### src/rtl/decoder_onehot_seq.sv
// Registered binary-to-one-hot decoder with a valid/ready request port,
// out-of-range error pulse and an auto-scan mode with programmable dwell.
module decoder_onehot_seq #(
    parameter int SEL_W   = 3,
    parameter int OUT_W   = 8,
    parameter int DWELL_W = 8
) (
    input  logic               clk,
    input  logic               rst_n,
    input  logic               en,
    input  logic               mode,
    input  logic               in_valid,
    output logic               in_ready,
    input  logic [SEL_W-1:0]   sel,
    input  logic [DWELL_W-1:0] dwell,
    input  logic               stop,
    output logic [OUT_W-1:0]   data_out,
    output logic               out_valid,
    output logic               err,
    output logic               wrap,
    output logic               busy
);

    typedef enum logic {IDLE, SCAN} state_t;

    // One extra bit so the limit compare also works when OUT_W == 2**SEL_W.
    localparam logic [SEL_W:0]   OUT_LIM = (SEL_W + 1)'(OUT_W);
    localparam logic [SEL_W-1:0] IDX_MAX = SEL_W'(OUT_W - 1);

    state_t             state;
    logic [SEL_W-1:0]   idx;
    logic [DWELL_W-1:0] cnt;
    logic [DWELL_W-1:0] dwell_q;
    logic               sel_oor;
    logic               accept;

    function automatic logic [OUT_W-1:0] onehot(input logic [SEL_W-1:0] i_sel);
        logic [OUT_W-1:0] o;
        o = '0;
        for (int i = 0; i < OUT_W; i++) begin
            o[i] = (i_sel == SEL_W'(i));
        end
        return o;
    endfunction

    assign in_ready = en && (state == IDLE);
    assign accept   = in_valid && in_ready;
    assign sel_oor  = ({1'b0, sel} >= OUT_LIM);

    always_ff @(posedge clk or negedge rst_n) begin
        if (!rst_n) begin
            state     <= IDLE;
            idx       <= '0;
            cnt       <= '0;
            dwell_q   <= '0;
            data_out  <= '0;
            out_valid <= 1'b0;
            err       <= 1'b0;
            wrap      <= 1'b0;
            busy      <= 1'b0;
        end else if (!en) begin
            err  <= 1'b0;
            wrap <= 1'b0;
        end else begin
            err  <= 1'b0;
            wrap <= 1'b0;
            case (state)
                IDLE: begin
                    if (accept) begin
                        if (sel_oor) begin
                            data_out  <= '0;
                            out_valid <= 1'b0;
                            err       <= 1'b1;
                        end else if (mode) begin
                            state     <= SCAN;
                            busy      <= 1'b1;
                            idx       <= sel;
                            cnt       <= '0;
                            dwell_q   <= dwell;
                            data_out  <= onehot(sel);
                            out_valid <= 1'b1;
                        end else begin
                            data_out  <= onehot(sel);
                            out_valid <= 1'b1;
                        end
                    end
                end
                SCAN: begin
                    // stop wins over an advance or wrap due on the same edge
                    if (stop) begin
                        state     <= IDLE;
                        busy      <= 1'b0;
                        data_out  <= '0;
                        out_valid <= 1'b0;
                        cnt       <= '0;
                    end else if (cnt == dwell_q) begin
                        cnt <= '0;
                        if (idx == IDX_MAX) begin
                            idx      <= '0;
                            wrap     <= 1'b1;
                            data_out <= onehot('0);
                        end else begin
                            idx      <= idx + SEL_W'(1);
                            data_out <= onehot(idx + SEL_W'(1));
                        end
                    end else begin
                        cnt <= cnt + DWELL_W'(1);
                    end
                end
                default: state <= IDLE;
            endcase
        end
    end

endmodule

### config.mk
export PLATFORM = sky130hd
export DESIGN_NAME = decoder_onehot_seq
export DESIGN_NICKNAME = d
export VERILOG_FILES = /design/src/rtl/decoder_onehot_seq.sv
export SDC_FILE = /design/constraint.sdc
export NUM_CORES = 1
export LEC_CHECK = 0
export ABC_AREA = 1
export CAP_MARGIN = 20
export CORE_MARGIN = 2
export CORE_UTILIZATION = 57
export DETAILED_ROUTE_END_ITERATION = 8
export GPL_TIMING_DRIVEN = 0
export PLACE_DENSITY = 0.93
export SETUP_SLACK_MARGIN = 0.4
export SYNTH_ARGS = -nofsm -noshare
export SYNTH_HDL_FRONTEND = slang
export SYNTH_SLANG_ARGS = --single-unit
### constraint.sdc
create_clock -name clk -period 2.65 [get_ports clk]
set_input_delay 0.3975 -clock clk [delete_from_list [all_inputs] [get_ports clk]]
set_output_delay 0.3975 -clock clk [all_outputs]
set_load 0.005 [all_outputs]
==> metrics.md, run 1 <==
| Metric | Value |
|---|---|
| Status | finished clean |
| Layout Nets | 298 |
| Die X | 60.4 µm |
| Clock transition at path regs | 0.11 ns |
| Max cap viols | 0 |
| Max_slew headroom | 0.514 |
| RSZ-0062 raised after global routing | no |
| CP dominant cell by count | clkdlybuf4s50_1 |
| Grt total ovfl | 0 |
| Power Density | 670 mW/mm² |
| Switching Share | 0.350 |
| Hpwl dp | 2890 µm |
| Sequential share of power | 0.443 |
| Final Util | 0.743 |
| Post-layout min period | 2.11 ns |
| Post-CTS setup buffers | 0 |
| Switch Pwr | 0.527 mW |
| Yosys reg bits | 31 |
| YS warnings | 0 |
| Routability cong. | 0.922 |
| Root buf cell | clkbuf_4 |
| Area leader, netlist | dfrtp_1 |
| Crit Reg-Reg Startpoint | state |
| P&R area growth vs syn | 24.0% |
| Initial antenna violation count | 0 |
| Net Count, Synth | 262 |
| Syn_area_per_cell | 7.62 µm² |
| CP max-delay cell | clkdlybuf4s50_1 |
| Setup_tns | 0 ns |
| Residual DRC | 0 |
| Max Freq | 475 MHz |
| Period utilization | 0.795 |
| DR pass1 iterations | 4 |
| Lkg Pwr | 1.14 nW |
| Vias in the first global route | 1466 |
| Critical path class | input pin to output pin |
| CTS Buf Count | 5 |
| Highest-count cells in the layout ignoring fill and taps | nand2_1, dfrtp_1, clkdlybuf4s50_1, inv_1, nor2_1 |
| Clock tree from TritonCTS | done |
| Slowest Stage Delay on Critical Path | 0.58 ns |
| Required @ worst endpoint | 2.25 ns |
| First-pass GRT wire length | 6500 µm |
| Yosys top cell area share | 0.428 |
| Final hold vios | 0 |
| Cell Int Power | 0.980 mW |
| Diodes inserted | 0 |
| Clk_skew | 0.0176 ns |
| Full die area | 0.00365 mm² |
| CP cell instances | clkdlybuf4s50_1, inv_1, nor2_1, clkdlybuf4s50_1 |
| Max-slew violation count | 0 |
| VDD IR max | 0.442 mV |
| Layout cells sized above 1 | 0.116 |
| Arrival time worst endpoint | 1.71 ns |
| Startpoint Class | input pin |
| Clock share of power | 0.210 |
| H-Tree Depth | 2 |
| Commonest non-fill, non-tap cell in the layout | nand2_1 |
| Starting Density | 0.599 |
| Synth area leaders | dfrtp_1, nand2_1, inv_1 |
| Core Area | 0.00303 mm² |
| CP max FO | 4 |
| Gate power share | 0.346 |
| Chip height | 60.4 µm |
| CTS Hold Buffers Added | 0 |
| Drt first-iter violations | 82 |
| Cells after Synth | 238 |
| Slew @ Worst Pin | 0.726 ns |
| FP Rows | 20 |
| Worst r2r path cells | 9 |
| Reg2Reg Setup Slack | 0.97 ns |
| Distinct cells, synth | 27 |
| CTS sink count | 31 |
| Path type of the worst min-delay path | input pin to async pin |
| I/O pins | 30 |
| Reg2reg end | dwell_q[4] |
| Final WL | 3720 µm |
| Mapped Area | 0.00181 mm² |
| Routed vias/inst | 5.02 |
| Tot GR Track Use | 0.244 |
| Bufs on Longest Clock Path | 2 |
| Setup violations, final | 0 |
| Post-DRT Antenna Nets | 0 |
| Register area share after synthesis | 0.428 |
| Post_cts resized | 0 |
| Drt wl/cell | 11.7 µm |
| Largest net degree at the start of global routing | 19 |
| Number of I/O port buffers | 28 |
| Via count | 1600 |
| Worst-Skew Late Latency | 0.34 ns |
| CP Capture Type | output pin |
[final cells by class]
cell class / count / area (µm²)
inverters: 29 / 109
multi-input cells: 172 / 876
plain buffers: 6 / 53.8
flip-flops and latches: 31 / 776
clock inverters: 1 / 7.51
fillers: 219 / 778
well taps: 44 / 55.1
repair buffers: 29 / 308
clock buffers: 7 / 65.1
[how the worst max path moves through the flow]
stage | start | endpoint | slack [ns] | cells past startpoint
global route | en | in_ready | 0.49 | 4
finish | en | in_ready | 0.54 | 4
global placement | en | in_ready | 0.58 | 4
floorplan | idx[0] | data_out[3] | 1.27 | 7
detailed placement | en | dwell_q[4] | 0.56 | 9
CTS | en | in_ready | 0.55 | 4
[synthesized netlist by cell type (all sizes together)]
cell    count
nand4       3
buf         6
o211ai      1
nand3      20
nand2      89
conb        1
a22oi       1
inv        29
xnor2       3
o22ai       7
or2         1
nor2       23
a21oi       8
o21ai       7
xor2        1
ha          7
dfrtp      31
[worst max-delay path, delay by kind of cell]
kind,cells,cell delay [ns]
buffers and inverters,3,1.21
AND/OR/NAND/NOR,1,0.10
[per-layer routing]
metal,vias up,global-route usage,part of all wire
met5,-,0,0
met2,59,0.382,0.48
met1,711,0.335,0.43
met3,7,0.0384,0.069
met4,0,0.118,0.018
li1,823,-,-
[state kept, by name, indices dropped and copies added, names as in the netlist]
name       cells
out_valid      1
cnt            8
data_out       8
idx            3
dwell_q        8
state          1
busy           1
wrap           1
[stage by stage]
stage	std cells	worst slack, ns	cell area, µm²	total power [mW]	hold slack, ns
after floorplan	238	1.27	1810	0.999	0.102
after global placement	310	0.576	2150	1.16	0.455
after detailed placement	311	0.555	2180	1.20	0.467
after CTS	319	0.553	2250	1.52	0.479
after global routing	319	0.490	2250	1.63	0.512
final	319	0.544	2250	1.51	0.478
[power groups by stage]
stage          sequential [mW]  clock, mW  combinational (mW)
5_1_grt                  0.682      0.348               0.598
3_5_place_dp             0.676          0               0.521
2_1_floorplan            0.660          0               0.339
4_1_cts                  0.668      0.328               0.525
3_3_place_gp             0.669          0               0.490
6_report                 0.668      0.317               0.522
[logic make-up (layout without fill, tap and decap cells)]
kind of cell	count (synthesis)	count (layout)	share of synthesized area
DFF	31	31	0.428
xor gates and xnor gates	4	4	0.0193
buffers and inverters	35	72	0.0896
AOI/OAI and AO/OA	24	24	0.0869
other	1	1	0.00207
and+or+nand+nor	136	136	0.326
adders and majority gates	7	7	0.0483
Note: power is estimated with default switching activity, not from simulation.
==> run 2: changes to the inputs <==
- CORE_UTILIZATION: 57 -> 53
- PLACE_DENSITY: 0.93 -> 0.87
- clock period: 2.65 -> 2.06 ns (I/O delays scaled with it)
==> run 2 against run 1 <==
Effect of this change:
- register-to-register slack got worse by 0.51 ns
- sequential share of layout area decreased by 0.84 points
- core utilization decreased by 4.3 points
- die area increased by 7.0%
- clock power increased by 59%
- hold slack got worse by 0.086 ns
- sequential power increased by 29%
- combinational power increased by 34%
- final area increased by 3.0%
- non-clock buffer count increased by 2
- clock-buffer cell count decreased by 1
- cell count increased by 1.3%
- critical path type is now flip-flop to flip-flop
- largest power group unchanged
- highest routed layer unchanged
==> metrics.md, run 2 (synthesis results as in run 1) <==
| Metric | Value |
|---|---|
| Status | finished clean |
| CP Buf/Inv Count | 1 (-2) |
| Layout Nets | 300 (+0.67%) |
| Clk_skew | 0.0196 ns (+0.00209 ns) |
| Routability cong. | 0.863 (-6.4%) |
| Worst-Skew Late Latency | 0.35 ns (about the same) |
| Hold slack | 0.391 ns (-0.0864 ns) |
| Required @ worst endpoint | 2.33 ns (+0.08 ns) |
| Full die area | 0.00391 mm² (+7.0%) |
| CP Capture Type | flip-flop |
| Setup violations, final | 0 (unchanged) |
| CP max FO | 6 (+2) |
| FP Rows | 21 (+5.0%) |
| Reg2reg end | data_out[3] |
| VDD IR max | 0.457 mV (+3.4%) |
| Drt first-iter violations | 75 (-8.5%) |
| Clock tree from TritonCTS | done |
| CP delay by family, top | adder cells |
| Slowest Stage Delay on Critical Path | 0.47 ns (-0.11 ns) |
| DR pass1 iterations | 4 (unchanged) |
| Bufs on Longest Clock Path | 2 (unchanged) |
| Drt wl/cell | 12.0 µm (+3.1%) |
| Cell Int Power | 1.36 mW (+39%) |
| Final WL | 3880 µm (+4.4%) |
| Post-layout min period | 1.60 ns |
| Pre-CTS setup slack | 0.0664 ns (-0.489 ns) |
| Clock transition at path regs | 0.12 ns (about the same) |
| I/O pins | 30 (unchanged) |
| Lkg Pwr | 1.17 nW (+2.4%) |
| Worst r2r path cells | 7 (-2) |
| CTS Buf Count | 5 (unchanged) |
| Clock share of power | 0.244 (+0.034) |
| Via count | 1640 (+2.5%) |
| Reg2Reg Setup Slack | 0.46 ns (-0.51 ns) |
| Max cap viols | 0 (unchanged) |
| CP cell instances | ha_1, ha_1, inv_1, nand3_2, o22ai_2, nand3_1, nand2_1 |
| Critical path class | flip-flop to flip-flop |
| CP dominant cell by count | ha_1 |
| Vias in the first global route | 1517 (+3.5%) |
| Highest-count cells in the layout ignoring fill and taps | nand2_1, dfrtp_1, inv_1, clkdlybuf4s50_1, nor2_1 |
| Starting Density | 0.548 (-0.0512) |
| Max_slew headroom | 0.499 (-0.0150) |
| H-Tree Depth | 2 (unchanged) |
| CTS sink count | 31 (unchanged) |
| Path type of the worst min-delay path | input pin to async pin |
| Largest registers | cnt x8, data_out x8, dwell_q x8 |
| Commonest non-fill, non-tap cell in the layout | nand2_1 |
| Largest net degree at the start of global routing | 19 (unchanged) |
| Root buf cell | clkbuf_4 |
| Setup_tns | 0 ns (unchanged) |
| Diodes inserted | 0 (unchanged) |
| Arrival time worst endpoint | 1.88 ns (+0.17 ns) |
| Final WS setup | 0.459 ns (-0.0852 ns) |
| Post-DRT Antenna Nets | 0 (unchanged) |
| Number of I/O port buffers | 28 (unchanged) |
| First-pass GRT wire length | 6730 µm (+3.5%) |
| P&R area growth vs syn | 27.7% |
| Period utilization | 0.777 |
| Final hold vios | 0 (unchanged) |
| Max Freq | 624 MHz |
| Fill count | 262 (+20%) |
| Crit Reg-Reg Startpoint | idx[0] |
| CTS Hold Buffers Added | 0 (unchanged) |
| Placed instance area | 0.00218 mm² (+0.11%) |
| Slew @ Worst Pin | 0.748 ns (+0.0224 ns) |
| Tot GR Track Use | 0.218 (-0.0265) |
| Core Area | 0.00331 mm² (+9.3%) |
| Power Density | 892 mW/mm² (+33%) |
| Switching Share | 0.340 (-0.00983) |
| Routed vias/inst | 5.08 (+1.2%) |
| Gate power share | 0.340 (-0.006) |
| Initial antenna violation count | 0 (unchanged) |
| RSZ-0062 raised after global routing | yes |
| Switch Pwr | 0.702 mW (+33%) |
| Max-slew violation count | 0 (unchanged) |
| Sequential share of power | 0.417 (-0.026) |
| Chip height | 62.5 µm (+3.5%) |
| Grt total ovfl | 0 (unchanged) |
| CP max-delay cell | dfrtp_2 |
| Layout cells sized above 1 | 0.152 (+0.0353) |
| Final Util | 0.700 (-0.0431) |
| Cell area after layout | 0.00232 mm² (+3.0%) |
| Hpwl dp | 2890 µm (about the same) |
| Residual DRC | 0 (unchanged) |
| Die X | 62.5 µm (+3.5%) |
| Startpoint Class | flip-flop |
-- run 2: changes by cell type in the layout (fill, tap and decap cells not counted), moves of 2 or more --
cell	before	now
o22ai_2	0	2
clkdlybuf4s50_1	28	26
dfrtp_2	0	3
dfrtp_1	31	28
dlygate4sd2_1	0	2
o22ai_1	7	5
-- run 2: cell type report --
class                           count  area (µm²)  area share
Multi-Input combinational cell    172         907       0.391
Sequential cell                    31         779       0.336
Timing Repair Buffer               31         320       0.138
Buffer                              6        57.6      0.0248
Tap cell                           46        57.6      0.0248
Inverter                           29         109      0.0470
Clock inverter                      2        35.0      0.0151
Clock buffer                        6        51.3      0.0221
-- run 2: timing repair --
action                                  CTS  global route
cloned                                    0             0
setup buffers                             2             0
gates resized for setup                   3             9
pin swaps                                 0             2
endpoints found under the setup margin    1            23
-- run 2: metrics by stage --
step | std cells | total power [mW]
6_report | 323 | 2.07
5_1_grt | 323 | 2.21
4_1_cts | 323 | 2.04
3_5_place_dp | 313 | 1.53
3_3_place_gp | 312 | 1.49
2_1_floorplan | 238 | 1.28
-- run 2: worst max-delay path by stage --
stage / startpoint / end / slack [ns] / depth (start not counted)
2_1_floorplan: idx[0] / data_out[3] / 0.68 / 7
3_3_place_gp: en / data_out[5] / 0.11 / 7
3_5_place_dp: en / data_out[4] / 0.07 / 7
4_1_cts: idx[0] / data_out[3] / 0.45 / 7
5_1_grt: cnt[3] / cnt[6] / 0.37 / 9
6_report: idx[0] / data_out[3] / 0.46 / 7
-- run 2: power by group through the flow --
stage / sequential (mW) / combinational, mW / clock, mW
CTS: 0.858 / 0.676 / 0.508
global placement: 0.859 / 0.634 / 0
floorplan: 0.849 / 0.436 / 0
detailed placement: 0.869 / 0.664 / 0
global route: 0.879 / 0.793 / 0.539
finish: 0.861 / 0.702 / 0.504
-- run 2: routing by layer --
metal / share of wire / GRT usage / up-vias
li1: - / - / 831
met1: 0.45 / 0.271 / 759
met2: 0.49 / 0.368 / 44
met3: 0.050 / 0.0505 / 6
met4: 0.018 / 0.0833 / 0
met5: 0 / 0 / -
-- run 2: worst reg2reg max path, stage by stage (launching register included) --
cell,delay [ns]
dfrtp_2,0.47
ha_1,0.22
ha_1,0.31
inv_1,0.11
nand3_2,0.12
o22ai_2,0.14
nand3_1,0.10
nand2_1,0.07
==> run 3: changes to the inputs <==
- clock period: 2.06 -> 1.6 ns (I/O delays scaled with it)
==> run 3 against run 2 <==
Effect of this change:
- combinational power rose by 92%
- via count is 23% higher
- global-route usage is 7.1 points higher
- setup slack worse by 0.42 ns
- critical path type unchanged
- critical endpoint is now cnt[1]
- highest routed layer unchanged
==> metrics.md, run 3 (synthesis results as in run 1) <==
| Metric | Value |
|---|---|
| Lkg Pwr | 1.38 nW (+18%) |
| Max cap viols | 0 (unchanged) |
| Placed instance area | 0.00220 mm² (+1.0%) |
| WHS Path Cells | 3 |
| Starting Density | 0.548 (unchanged) |
| P&R area growth vs syn | 52.0% |
| Fill count | 184 (-30%) |
| Final hold vios | 0 (unchanged) |
| Hold path startpoint | en |
| Bufs on Longest Clock Path | 2 (unchanged) |
| Tot GR Track Use | 0.289 (+0.0710) |
| Period utilization | 0.976 (+0.199) |
| Clk_skew | 0.0113 ns (-0.00839 ns) |
| Via count | 2010 (+23%) |
| CTS sink count | 31 (unchanged) |
| VDD IR max | 0.887 mV (+94%) |
| Vias in the first global route | 1807 (+19%) |
| DR pass1 iterations | 4 (unchanged) |
| I/O pins | 30 (unchanged) |
| Diodes inserted | 0 (unchanged) |
| Core Area | 0.00331 mm² (unchanged) |
| Critical path class | flip-flop to flip-flop |
| Max Freq | 640 MHz (+2.5%) |
| Die X | 62.5 µm (unchanged) |
| Hold slack | 0.267 ns (-0.125 ns) |
| Chip height | 62.5 µm (unchanged) |
| First-pass GRT wire length | 8670 µm (+29%) |
| Startpoint Class | flip-flop |
| Setup violations, final | 0 (unchanged) |
| Initial antenna violation count | 0 (unchanged) |
| H-Tree Depth | 2 (unchanged) |
| Final WL | 6200 µm (+60%) |
| Routability cong. | 0.842 (-2.5%) |
| Hpwl dp | 2820 µm (-2.6%) |
| Largest net degree at the start of global routing | 18 (-1) |
| Drt wl/cell | 17.4 µm (+45%) |
| Worst-Skew Late Latency | 0.35 ns (about the same) |
| Status | finished clean |
| Post-DRT Antenna Nets | 0 (unchanged) |
| Residual DRC | 0 (unchanged) |
| Max_slew headroom | 0.462 (-0.0379) |
| CP max FO | 10 (+4) |
| Full die area | 0.00391 mm² (unchanged) |
| Cell area after layout | 0.00276 mm² (+19%) |
| Worst r2r path cells | 9 (+2) |
| WHS Endpoint | wrap |
| Largest registers | cnt x8, data_out x8, dwell_q x8 |
| Crit Reg-Reg Startpoint | state |
| Clock tree from TritonCTS | done |
| CP Capture Type | flip-flop |
| Layout cells sized above 1 | 0.368 (+0.216) |
| Post-layout min period | 1.56 ns (-0.0393 ns) |
| Number of I/O port buffers | 28 (unchanged) |
| Path type of the worst min-delay path | input pin to flip-flop |
| Power Density | 1060 mW/mm² (+19%) |
| Dpl cells | 313 (unchanged) |
| Grt total ovfl | 0 (unchanged) |
| FP Rows | 21 (unchanged) |
| Commonest non-fill, non-tap cell in the layout | nand2_1 |
| Layout Nets | 333 (+11%) |
| Reg2reg end | cnt[1] |
| Highest-count cells in the layout ignoring fill and taps | nand2_1, buf_4, dfrtp_1, inv_1, nand3_1 |
| Final Util | 0.833 (+0.133) |
| Slew @ Worst Pin | 0.805 ns (+0.0567 ns) |
| Max-slew violation count | 0 (unchanged) |
| Reg2Reg Setup Slack | 0.04 ns (-0.42 ns) |
| Non-Filler Instances | 356 (+10%) |
| Arrival time worst endpoint | 1.85 ns (-0.03 ns) |
| Root buf cell | clkbuf_4 |
| RSZ-0062 raised after global routing | yes |
| Routed vias/inst | 5.65 (+11%) |
| CTS Buf Count | 5 (unchanged) |
| Required @ worst endpoint | 1.88 ns (-0.45 ns) |
| Clock transition at path regs | 0.10 ns (-0.02 ns) |
| Setup_tns | 0 ns (unchanged) |
| Drt first-iter violations | 190 (+150%) |
-- run 3: worst max-delay path by stage --
stage	from	slack, ns	depth (start not counted)	to
finish	state	0.04	9	cnt[1]
global route	dwell_q[4]	-0.07	9	cnt[1]
CTS	state	0.18	9	cnt[7]
detailed placement	en	-0.35	9	dwell_q[3]
global placement	en	-0.29	7	data_out[5]
floorplan	state	0.24	9	dwell_q[2]
-- run 3: area by class of cell --
class / instances / area (µm²) / share of cell area
multi-input combinational: 172 / 1080 / 0.391
sequential: 31 / 779 / 0.283
timing repair buffer: 64 / 594 / 0.216
inverter: 29 / 114 / 0.0413
buffer: 6 / 83.8 / 0.0304
tap: 46 / 57.6 / 0.0209
clock buffer: 7 / 45.0 / 0.0163
clock inverter: 1 / 5.00 / 0.00181
-- run 3: critical path: stages (launching register included) --
cell     delay [ns]
dfrtp_2        0.43
inv_4          0.06
buf_6          0.13
buf_12         0.14
nor2_8         0.16
nand2_4        0.10
buf_8          0.15
nor2_4         0.15
nand2_1        0.09
nand2_1        0.08
-- run 3: repair_timing --
item,4_1_cts,5_1_grt
hold endpoints to repair,0,0
gates resized for setup,64,40
pin swaps,6,16
cloned,2,1
buffers inserted,20,12
hold buffers,0,0
setup endpoints to repair,42,41
-- run 3: routing by layer --
layer | up-vias | share of wire | GRT usage
li1 | 897 | - | -
met1 | 951 | 0.36 | 0.344
met2 | 135 | 0.51 | 0.483
met3 | 27 | 0.089 | 0.0667
met4 | 0 | 0.041 | 0.158
met5 | - | 0 | 0
-- run 3: through the flow --
stage	power, mW	worst slack, ns
6_report	2.92	0.0379
5_1_grt	3.08	-0.0683
4_1_cts	2.63	0.175
3_5_place_dp	2.00	-0.347
3_3_place_gp	1.95	-0.286
2_1_floorplan	1.68	0.243
-- run 3: report_power, final --
part | switching (mW) | internal [mW] | total, mW | leakage (nW)
combinational | 0.736 | 0.615 | 1.35 | 0.952
clock | 0.281 | 0.171 | 0.452 | 0.0293
sequential | 0.154 | 0.967 | 1.12 | 0.395
